==> src/rtl/xfire_pulse_gen_mc_pkg.sv <==
// xfire pulse generator: shared types and defaults.
// State/mode encodings and the per-channel output bundle.
package xfire_pulse_gen_mc_pkg;

  localparam int N_CH_DEF  = 4;
  localparam int CNT_W_DEF = 16;

  typedef enum logic [1:0] {
    ST_IDLE  = 2'd0,
    ST_DELAY = 2'd1,
    ST_HIGH  = 2'd2,
    ST_LOW   = 2'd3
  } ch_state_e;

  typedef enum logic {
    MODE_ONESHOT = 1'b0,
    MODE_CONT    = 1'b1
  } ch_mode_e;

  typedef struct packed {
    logic pulse;
    logic busy;
    logic done;
    logic cfg_err;
  } ch_out_t;

endpackage

==> src/rtl/xfire_pulse_gen_mc_ch.sv <==
// xfire pulse generator: one channel.
// Delay/high/low phase FSM with a shared down-counter.
module xfire_pulse_gen_mc_ch
  import xfire_pulse_gen_mc_pkg::*;
#(
  parameter int CNT_W = CNT_W_DEF
) (
  input  logic             clk,
  input  logic             arst_n,
  input  logic             srst,
  input  logic             enable,
  input  logic             start,
  input  logic             stop,
  input  logic             mode,
  input  logic [CNT_W-1:0] cfg_delay,
  input  logic [CNT_W-1:0] cfg_width,
  input  logic [CNT_W-1:0] cfg_period,
  output ch_out_t          o
);

  localparam logic [CNT_W-1:0] ONE = 1;

  ch_state_e        st_q, st_d;
  ch_mode_e         mode_q, mode_d;
  logic [CNT_W-1:0] cnt_q, cnt_d;
  logic [CNT_W-1:0] w_q, w_d;
  logic [CNT_W-1:0] p_q, p_d;
  logic [CNT_W-1:0] w_in;
  logic             pend;
  logic             done_d;
  logic             err_d;
  ch_out_t          o_q;

  // High time is clipped to the period
  assign w_in = (cfg_width > cfg_period) ? cfg_period : cfg_width;

  always_comb begin
    st_d   = st_q;
    mode_d = mode_q;
    cnt_d  = cnt_q;
    w_d    = w_q;
    p_d    = p_q;
    pend   = 1'b0;
    done_d = 1'b0;
    err_d  = 1'b0;
    if (stop) begin
      st_d = ST_IDLE;
    end else begin
      unique case (st_q)
        ST_IDLE: begin
          if (start) begin
            if (cfg_period == '0) begin
              err_d = 1'b1;
            end else begin
              mode_d = ch_mode_e'(mode);
              w_d    = w_in;
              p_d    = cfg_period;
              if (cfg_delay != '0) begin
                st_d  = ST_DELAY;
                cnt_d = cfg_delay - ONE;
              end else if (w_in != '0) begin
                st_d  = ST_HIGH;
                cnt_d = w_in - ONE;
              end else begin
                st_d  = ST_LOW;
                cnt_d = cfg_period - ONE;
              end
            end
          end
        end
        ST_DELAY: begin
          if (cnt_q != '0) begin
            cnt_d = cnt_q - ONE;
          end else if (w_q != '0) begin
            st_d  = ST_HIGH;
            cnt_d = w_q - ONE;
          end else begin
            st_d  = ST_LOW;
            cnt_d = p_q - ONE;
          end
        end
        ST_HIGH: begin
          if (cnt_q != '0) begin
            cnt_d = cnt_q - ONE;
          end else if (w_q != p_q) begin
            st_d  = ST_LOW;
            cnt_d = p_q - w_q - ONE;
          end else begin
            pend = 1'b1;
          end
        end
        ST_LOW: begin
          if (cnt_q != '0) begin
            cnt_d = cnt_q - ONE;
          end else begin
            pend = 1'b1;
          end
        end
        default: st_d = ST_IDLE;
      endcase
      // End of period: rearm without a gap, or finish the one-shot
      if (pend) begin
        if (mode_q == MODE_CONT) begin
          if (w_q != '0) begin
            st_d  = ST_HIGH;
            cnt_d = w_q - ONE;
          end else begin
            st_d  = ST_LOW;
            cnt_d = p_q - ONE;
          end
        end else begin
          st_d   = ST_IDLE;
          done_d = 1'b1;
        end
      end
    end
  end

  always_ff @(posedge clk or negedge arst_n) begin
    if (!arst_n) begin
      st_q   <= ST_IDLE;
      mode_q <= MODE_ONESHOT;
      cnt_q  <= '0;
      w_q    <= '0;
      p_q    <= '0;
      o_q    <= '0;
    end else if (srst) begin
      st_q   <= ST_IDLE;
      mode_q <= MODE_ONESHOT;
      cnt_q  <= '0;
      w_q    <= '0;
      p_q    <= '0;
      o_q    <= '0;
    end else if (enable) begin
      st_q        <= st_d;
      mode_q      <= mode_d;
      cnt_q       <= cnt_d;
      w_q         <= w_d;
      p_q         <= p_d;
      o_q.pulse   <= (st_d == ST_HIGH);
      o_q.busy    <= (st_d != ST_IDLE);
      o_q.done    <= done_d;
      o_q.cfg_err <= err_d;
    end
  end

  assign o = o_q;

`ifdef RTL_DEBUG
  a_pulse_busy: assert property (@(posedge clk) disable iff (!arst_n)
    o_q.pulse |-> o_q.busy);
  a_done_idle: assert property (@(posedge clk) disable iff (!arst_n)
    !(o_q.done && o_q.busy));
  a_err_src: assert property (@(posedge clk) disable iff (!arst_n)
    (enable && !srst &&
     !(st_q == ST_IDLE && start && !stop && cfg_period == '0))
    |=> !o_q.cfg_err);
`endif

endmodule

==> src/rtl/xfire_pulse_gen_mc.sv <==
// xfire pulse generator: N independent channels.
// Slices the packed config buses and gathers channel outputs.
module xfire_pulse_gen_mc
  import xfire_pulse_gen_mc_pkg::*;
#(
  parameter int N_CH  = N_CH_DEF,
  parameter int CNT_W = CNT_W_DEF
) (
  input  logic                  clk,
  input  logic                  arst_n,
  input  logic                  srst,
  input  logic                  enable,
  input  logic [N_CH-1:0]       start,
  input  logic [N_CH-1:0]       stop,
  input  logic [N_CH-1:0]       mode,
  input  logic [N_CH*CNT_W-1:0] cfg_delay,
  input  logic [N_CH*CNT_W-1:0] cfg_width,
  input  logic [N_CH*CNT_W-1:0] cfg_period,
  output logic [N_CH-1:0]       pulse_out,
  output logic [N_CH-1:0]       busy,
  output logic [N_CH-1:0]       done,
  output logic [N_CH-1:0]       cfg_err
);

  ch_out_t ch_o [N_CH];

  for (genvar i = 0; i < N_CH; i++) begin : g_ch
    xfire_pulse_gen_mc_ch #(
      .CNT_W(CNT_W)
    ) u_ch (
      .clk       (clk),
      .arst_n    (arst_n),
      .srst      (srst),
      .enable    (enable),
      .start     (start[i]),
      .stop      (stop[i]),
      .mode      (mode[i]),
      .cfg_delay (cfg_delay[i*CNT_W +: CNT_W]),
      .cfg_width (cfg_width[i*CNT_W +: CNT_W]),
      .cfg_period(cfg_period[i*CNT_W +: CNT_W]),
      .o         (ch_o[i])
    );
    assign pulse_out[i] = ch_o[i].pulse;
    assign busy[i]      = ch_o[i].busy;
    assign done[i]      = ch_o[i].done;
    assign cfg_err[i]   = ch_o[i].cfg_err;
  end

endmodule

==> config.mk <==
export PLATFORM = sky130hd
export DESIGN_NAME = xfire_pulse_gen_mc
export DESIGN_NICKNAME = d
export VERILOG_FILES = /design/src/rtl/xfire_pulse_gen_mc_pkg.sv /design/src/rtl/xfire_pulse_gen_mc_ch.sv /design/src/rtl/xfire_pulse_gen_mc.sv
export SDC_FILE = /design/constraint.sdc
export NUM_CORES = 1
export LEC_CHECK = 0
export BUFFER_PORTS_ARGS = -buffer_cell sky130_fd_sc_hd__buf_2
export CELL_PAD_IN_SITES_DETAIL_PLACEMENT = 1
export CELL_PAD_IN_SITES_GLOBAL_PLACEMENT = 2
export CORE_MARGIN = 8
export CORE_UTILIZATION = 35
export DETAILED_ROUTE_END_ITERATION = 16
export GPL_TIMING_DRIVEN = 0
export HOLD_SLACK_MARGIN = 0.03
export PLACE_DENSITY_LB_ADDON = 0.1
export SYNTH_ARGS = -nofsm -noshare
export SYNTH_HDL_FRONTEND = slang
export SYNTH_SLANG_ARGS = --single-unit
==> constraint.sdc <==
create_clock -name clk -period 5.45 [get_ports clk]
set_input_delay 0.545 -clock clk [delete_from_list [all_inputs] [get_ports clk]]
set_output_delay 0.545 -clock clk [all_outputs]
set_load 0.02 [all_outputs]
-- Yosys cells after proc, flatten, opt, wreduce, memory -nomap -nowiden
Cells that the tools add are included.
Widths: inputs -> output; s select.
- register bits after elaboration: 220
- logic and storage cells: 393
- bits of input ports: 208
- output and inout bits: 16
- order comparisons: 4
- eq/ne operators: 28
- reduce and logical (&&, ||, !) cells: 45
- add/sub/neg operators: 32
- mux-type cells: 248
- operators with widths (kind ; count):
    $mux 16 ; 108
    $sub 16x1->16 const B ; 28
    $pmux 16 s4 ; 4
    $reduce_bool 16->1 ; 16
    $mux 2 ; 44
    $mux 1 ; 76
    $gt 16x16->1 ; 4
    $logic_not 16->1 ; 4
    $ne 16x16->1 ; 4
    $sub 16x16->16 ; 4
    $mux 4 ; 8
    $reduce_bool 2->1 ; 13
    $eq 2x2->1 const B ; 12
    $pmux 2 s3 ; 4
    $reduce_and 5->1 ; 4
    $ne 2x2->1 const B ; 8
    $eq 2x1->1 const B ; 4
    $logic_not 2->1 ; 4
    $pmux 1 s2 ; 4
    $reduce_and 2->1 ; 4

-- Longest topological paths before layout
- depth after elaboration: 13
- mapped depth: 19
- gate-level depth less buffers: 16

-- Cells and area by module
A second synthesis with hierarchy kept.
- cell total of the unflattened synthesis: 3197
- area total of the unflattened synthesis: 23661.4 um^2
- by module, submodules not included (module ; times used ; area an instance (um^2) ; cells an instance ; seq. area each (um^2)):
    xfire_pulse_gen_mc_ch (g_ch[3].u_ch) ; 1 ; 6062.1 ; 815 ; 1376.3
    xfire_pulse_gen_mc_ch (g_ch[1].u_ch) ; 1 ; 6060.8 ; 825 ; 1376.3
    xfire_pulse_gen_mc_ch (g_ch[2].u_ch) ; 1 ; 5828.1 ; 788 ; 1376.3
    xfire_pulse_gen_mc_ch (g_ch[0].u_ch) ; 1 ; 5710.5 ; 769 ; 1376.3

-- Worst setup path before layout
No wires, ideal clock.
- kind: input -> register
- from: in cfg_period[14]
- to: reg g_ch[0].u_ch.cnt_q[8]
- library setup time: 0.126 ns
- slack: 1.395 ns
- stages on the path: 16
- arrival time: 3.929 ns
- path through: inv_1 ha_1 a21oi_1 nand2_1 a21o_1 or4_1 nand2_1 buf_2 a21oi_1 a221oi_1 ha_1 o311ai_1 nor4_2 xor2_1 a21oi_1 a221o_1
- longest elaborated chain between the ends: 13
- elaborated cells between the ends (all ways): 15
- classes of those cells: add/sub: 1; order compare: 1; mux: 11; reduce/logical: 2
- ends and longest elaborated chain (element ; line ; text):
    start, declared ; xfire_pulse_gen_mc.sv:18 ; input logic [N_CH*CNT_W-1:0] cfg_period,
    $gt 16x16->1 ; xfire_pulse_gen_mc_ch.sv:35 ; assign w_in = (cfg_width > cfg_period) ? cfg_period : cfg_width;
    $mux 16 ; xfire_pulse_gen_mc_ch.sv:35 ;
    $sub 16x1->16 / $reduce_bool 16->1 (equally long branches) ; xfire_pulse_gen_mc_ch.sv:63, xfire_pulse_gen_mc_ch.sv:61 ;
    $mux 16 ; xfire_pulse_gen_mc_ch.sv:61 ; end else if (w_in != '0) begin
    $mux 16 ; xfire_pulse_gen_mc_ch.sv:58 ; if (cfg_delay != '0) begin
    $mux 16 * ; xfire_pulse_gen_mc_ch.sv:52 ; if (cfg_period == '0) begin
    $mux 16 * ; xfire_pulse_gen_mc_ch.sv:51 ; if (start) begin
    $pmux 16 s4 * ; xfire_pulse_gen_mc_ch.sv:49 ; unique case (st_q)
    $mux 16 ; xfire_pulse_gen_mc_ch.sv:103 ; if (mode_q == MODE_CONT) begin
    $mux 16 * ; xfire_pulse_gen_mc_ch.sv:102 ; if (pend) begin
    $mux 16 * ; xfire_pulse_gen_mc_ch.sv:46 ; if (stop) begin
    $mux 16 * ; xfire_pulse_gen_mc_ch.sv:134 ; end else if (enable) begin
    $mux 16 * ; xfire_pulse_gen_mc_ch.sv:127 ; end else if (srst) begin
    end signal, assigned ; xfire_pulse_gen_mc_ch.sv:137 ; cnt_q <= cnt_d;
    end, declared ; xfire_pulse_gen_mc_ch.sv:25 ; logic [CNT_W-1:0] cnt_q, cnt_d;
Mark *: on every way between the ends. The rest lies on a longest branch, timed or not. The select of a mux whose other input is x is not followed.
A chain may end at the register's enable or synchronous reset.

-- Final worst setup path
- from: reg g_ch[1].u_ch.w_q[1]
- to: reg g_ch[1].u_ch.cnt_q[4]
- longest elaborated chain between the ends: 10
- elaborated cells between the ends (all ways): 19
- classes of those cells: add/sub: 3; eq/ne: 1; mux: 14; reduce/logical: 1
- ends and longest elaborated chain (element ; line ; text):
    start, declared ; xfire_pulse_gen_mc_ch.sv:26 ; logic [CNT_W-1:0] w_q, w_d;
    start signal, assigned ; xfire_pulse_gen_mc_ch.sv:138 ; w_q <= w_d;
    $sub 16x16->16 ; xfire_pulse_gen_mc_ch.sv:87 ; cnt_d = p_q - w_q - ONE;
    $sub 16x1->16 ; xfire_pulse_gen_mc_ch.sv:87 ;
    $mux 16 ; xfire_pulse_gen_mc_ch.sv:85 ; end else if (w_q != p_q) begin
    $mux 16 ; xfire_pulse_gen_mc_ch.sv:83 ; if (cnt_q != '0) begin
    $pmux 16 s4 ; xfire_pulse_gen_mc_ch.sv:49 ;
    $mux 16 ; xfire_pulse_gen_mc_ch.sv:103 ;
    $mux 16 * ; xfire_pulse_gen_mc_ch.sv:102 ;
    $mux 16 * ; xfire_pulse_gen_mc_ch.sv:46 ;
    $mux 16 * ; xfire_pulse_gen_mc_ch.sv:134 ;
    $mux 16 * ; xfire_pulse_gen_mc_ch.sv:127 ;
    end signal, assigned ; xfire_pulse_gen_mc_ch.sv:137 ;
    end, declared ; xfire_pulse_gen_mc_ch.sv:25 ;
Marked as above.

==> impl_metrics.ini <==
[timing]
rsz0062_at_grt = no
finClkSkew_ps = 11.8
maxSlewViolCount = 0
fmax_ghz = 0.193
setup_violations = 0
finalCritPeriodShare_pct = 94.8
finalHoldViolations = 0
tightestPinTransition_ps = 1340
relSlewSlack_pct = 10.5
min_period_ps = 5170

[synthesis]
synth_edf_count = 0
postSynthCellCount = 3143
synth-simple-area-share_pct = 25.2
synth_top_area_share_pct = 24.1
dominantRegCellSynth = dfrtp_1
synthArstFlopShare_pct = 100
synth-seq-cells = 220
syn_nets = 3491
synth_area_per_cell_um2 = 7.27
seq_area_frac_synth_pct = 24.1
synth_top_family_by_area = compound AO/OA/AOI/OAI gates
syn_area_um2 = 22900
synth_area_leaders = dfrtp_1 24%, ha_1 7.4%, a21oi_1 7.3%, o21ai_0 6.6%, nand2_1 5.7%
yosys_warnings = 0
synthAdderAreaFrac_pct = 7.79
yosys.area.top_type = dfrtp_1
synth-compound-area-share_pct = 30.0
synth_xor_area_share_pct = 5.94
yosys-mux-area-fraction_pct = 1.57
synthDistinctLibCells = 91

[grt]
antenna_found_initial = 3
grt_pass1_wl_um = 168000
grt_max_degree = 115
use_met2_pct = 45.5
grt_use_met1_pct = 38.4
grt_usage_pct = 28.3
met3_usage_pct = 4.03
grt.busiest_layer = met2
grt_pass1_vias = 27600
grt_overflow_total = 0

[die]
start_util_pct = 35.5
die_w_um = 272
pin_count = 224
core_um2 = 64500
die-height_um = 272
row_count = 93
dieArea_um2 = 73700

[cts]
clk_path_buf_depth = 3
insertion_delay_ps = 590
cts_tree = yes
clockRootBuffer = clkbuf_16
cts.htree.levels = 1
clk_pin_slew_ps = 60
cts_made_buffers = 30
cts.sinks = 220

[power_and_ir_drop]
power.density_nw_per_um2 = 259
ir_worst_vdd_uv = 247
p_leak_nw = 11.2
p_comb_share_pct = 40.7
pwr-share-clk_pct = 32.7
p_sw_share_pct = 41.4
seqPwrFrac_pct = 26.5
intPower_mw = 3.98
switchingPower_mw = 2.82

[min_path]
hold_path.class = input port to flop

[drt]
drt_wl_total_um = 109000
routed_via_density = 6.19
num_vias = 26500
antenna_left = 0
drtIter0Drc = 1930
wl_per_cell_um = 25.5
remaining_drc_errors = 0
first_pass_iters = 6

[cells_and_area]
fin_area_um2 = 26200
drive_above_1_share_pct = 9.96
register_area_um2 = 5510
stdcell_count = 4280
syn_to_final_growth_pct = 14.8
nFillCells = 8130
multi_input_area_um2 = 16100
fin_util_pct = 40.7
nNetsFinal = 3748

[outcome]
status = finished clean

[critical_path]
worstSetupEndpointType = flop
path_class = flop to flop
start_kind = flop
critPathRequiredTime_ps = 5890
crit_path_max_fanout = 10
arrival_ps = 5600

[place]
dpl.cell_count = 4222
globalplace.congestion = 0.948
hpwlAfterDp_um = 88100
placed_cell_area_um2 = 25100
port_buffers = 222

[run]
drv_cap = 0
[critical path, stage by stage, from the launching register on]
cell,delay [ps]
dfrtp_1,470
or4_1,620
nand2b_1,240
nor3_1,680
clkbuf_1,510
a21oi_1,290
ha_1,320
or3b_2,240
nor2_1,80
o21a_1,140
a221oi_1,640
nand2_1,120
a21oi_1,170
nor3_1,80
a31o_2,220
a21oi_1,100
o21ai_0,90
[path summary, 6_finish.rpt]
| path | endpoint | startpoint | cells past startpoint | slack (ps) |
|---|---|---|---|---|
| max | g_ch[1].u_ch.cnt_q[4] | g_ch[1].u_ch.w_q[1] | 16 | 280 |
| min | g_ch[0].u_ch.mode_q | mode[0] | 2 | 210 |
| max reg2reg | g_ch[1].u_ch.cnt_q[4] | g_ch[1].u_ch.w_q[1] | 16 | 280 |
| min reg2reg | g_ch[2].u_ch.o[2] | g_ch[2].u_ch.o[2] | 1 | 480 |
| max in group asynchronous | g_ch[1].u_ch.p_q[1] | arst_n | 4 | 3830 |
| min in group asynchronous | g_ch[0].u_ch.w_q[7] | arst_n | 2 | 330 |
[registers in the layout (all words and copies together), names as in the netlist]
name              count
g_ch.u_ch.st_q        8
g_ch.u_ch.o          16
g_ch.u_ch.w_q        64
g_ch.u_ch.p_q        64
g_ch.u_ch.mode_q      4
g_ch.u_ch.cnt_q      64
[cell type report]
class	count	area share (%)
multi-input combinational	2597	61.5
buffer	146	2.16
tap	855	4.08
timing repair buffer	225	4.52
inverter	180	2.57
clock buffer	40	3.24
clock inverter	16	0.973
antenna	1	0.00954
sequential	220	21.0
[power by group through the flow]
stage / Clock, mW / Combinational, mW / Sequential [mW]
2_1_floorplan: 0 / 1.71 / 1.79
3_3_place_gp: 0 / 2.65 / 1.83
3_5_place_dp: 0 / 2.70 / 1.83
4_1_cts: 2.27 / 2.72 / 1.80
5_1_grt: 2.33 / 3.00 / 1.81
6_report: 2.23 / 2.77 / 1.80
[logic make-up (layout without fill, tap and decap cells)]
logic type,Yosys count,in the layout
AOI/OAI and AO/OA,1093,1093
muxes,35,35
and+or+nand+nor,1174,1174
buffers and inverters,326,607
other,0,1
DFF,220,220
adders and majority gates,140,140
xor gates and xnor gates,155,155
[layout by cell type, fill, tap and decap left out, types with 20 or more instances in the layout]
master	n
a221oi_1	20
a22o_1	41
nor2b_1	22
a31oi_1	45
ha_1	136
nor4_1	71
a21o_1	30
a211oi_1	33
clkbuf_16	31
nor3_1	120
nand2_1	349
o211ai_1	33
a22oi_1	25
a21oi_1	333
or2_2	20
xnor2_1	97
or3_1	39
mux2i_1	29
nand4_1	57
nand3_1	70
and3_1	32
o21ai_0	303
xor2_1	58
inv_1	179
buf_2	229
dfrtp_1	220
clkbuf_1	129
nand2b_1	23
nor2_1	275
[metal layers]
layer	routed length, um	share of wire [%]
met1	49700	46
met2	49200	45
met3	5900	5.4
met4	4200	3.8
met5	10	0.0092
[cells in the mapped netlist, drive strengths merged, types with 15 or more instances]
cell type,number
a221oi,20
ha,136
or3,39
and3,33
nor3,120
inv,179
o221ai,15
a21oi,334
a311oi,15
nand4,57
a211oi,33
nand2b,23
o211ai,33
nand3,70
o21a,16
nand2,350
or2,20
a221o,19
or4,18
a22o,41
xor2,58
nor4,80
a22oi,25
clkbuf,125
o31ai,20
mux2i,29
a31oi,45
and2,20
nor2,276
xnor2,97
o21ai,308
nor2b,22
buf,21
dfrtp,220
a21o,30
o22ai,19
[metrics by stage]
stage          TNS (ps)  power [mW]  setup WS (ps)  hold WS (ps)
2_1_floorplan         0        3.50           1400           249
3_3_place_gp     -49220        4.48           -267           453
3_5_place_dp          0        4.53           78.9           324
4_1_cts               0        6.80            220           184
5_1_grt               0        7.14           86.2           198
6_report              0        6.80            282           213
[what timing repair did]
| action | CTS | global route |
|---|---|---|
| resized for setup | 0 | 4 |
| buffers inserted | 0 | 0 |
| setup endpoints to repair | 0 | 3 |
| hold endpoints to repair | 31 | 0 |
| hold buffers | 1 | 0 |
(Power assumes the default switching activity.)
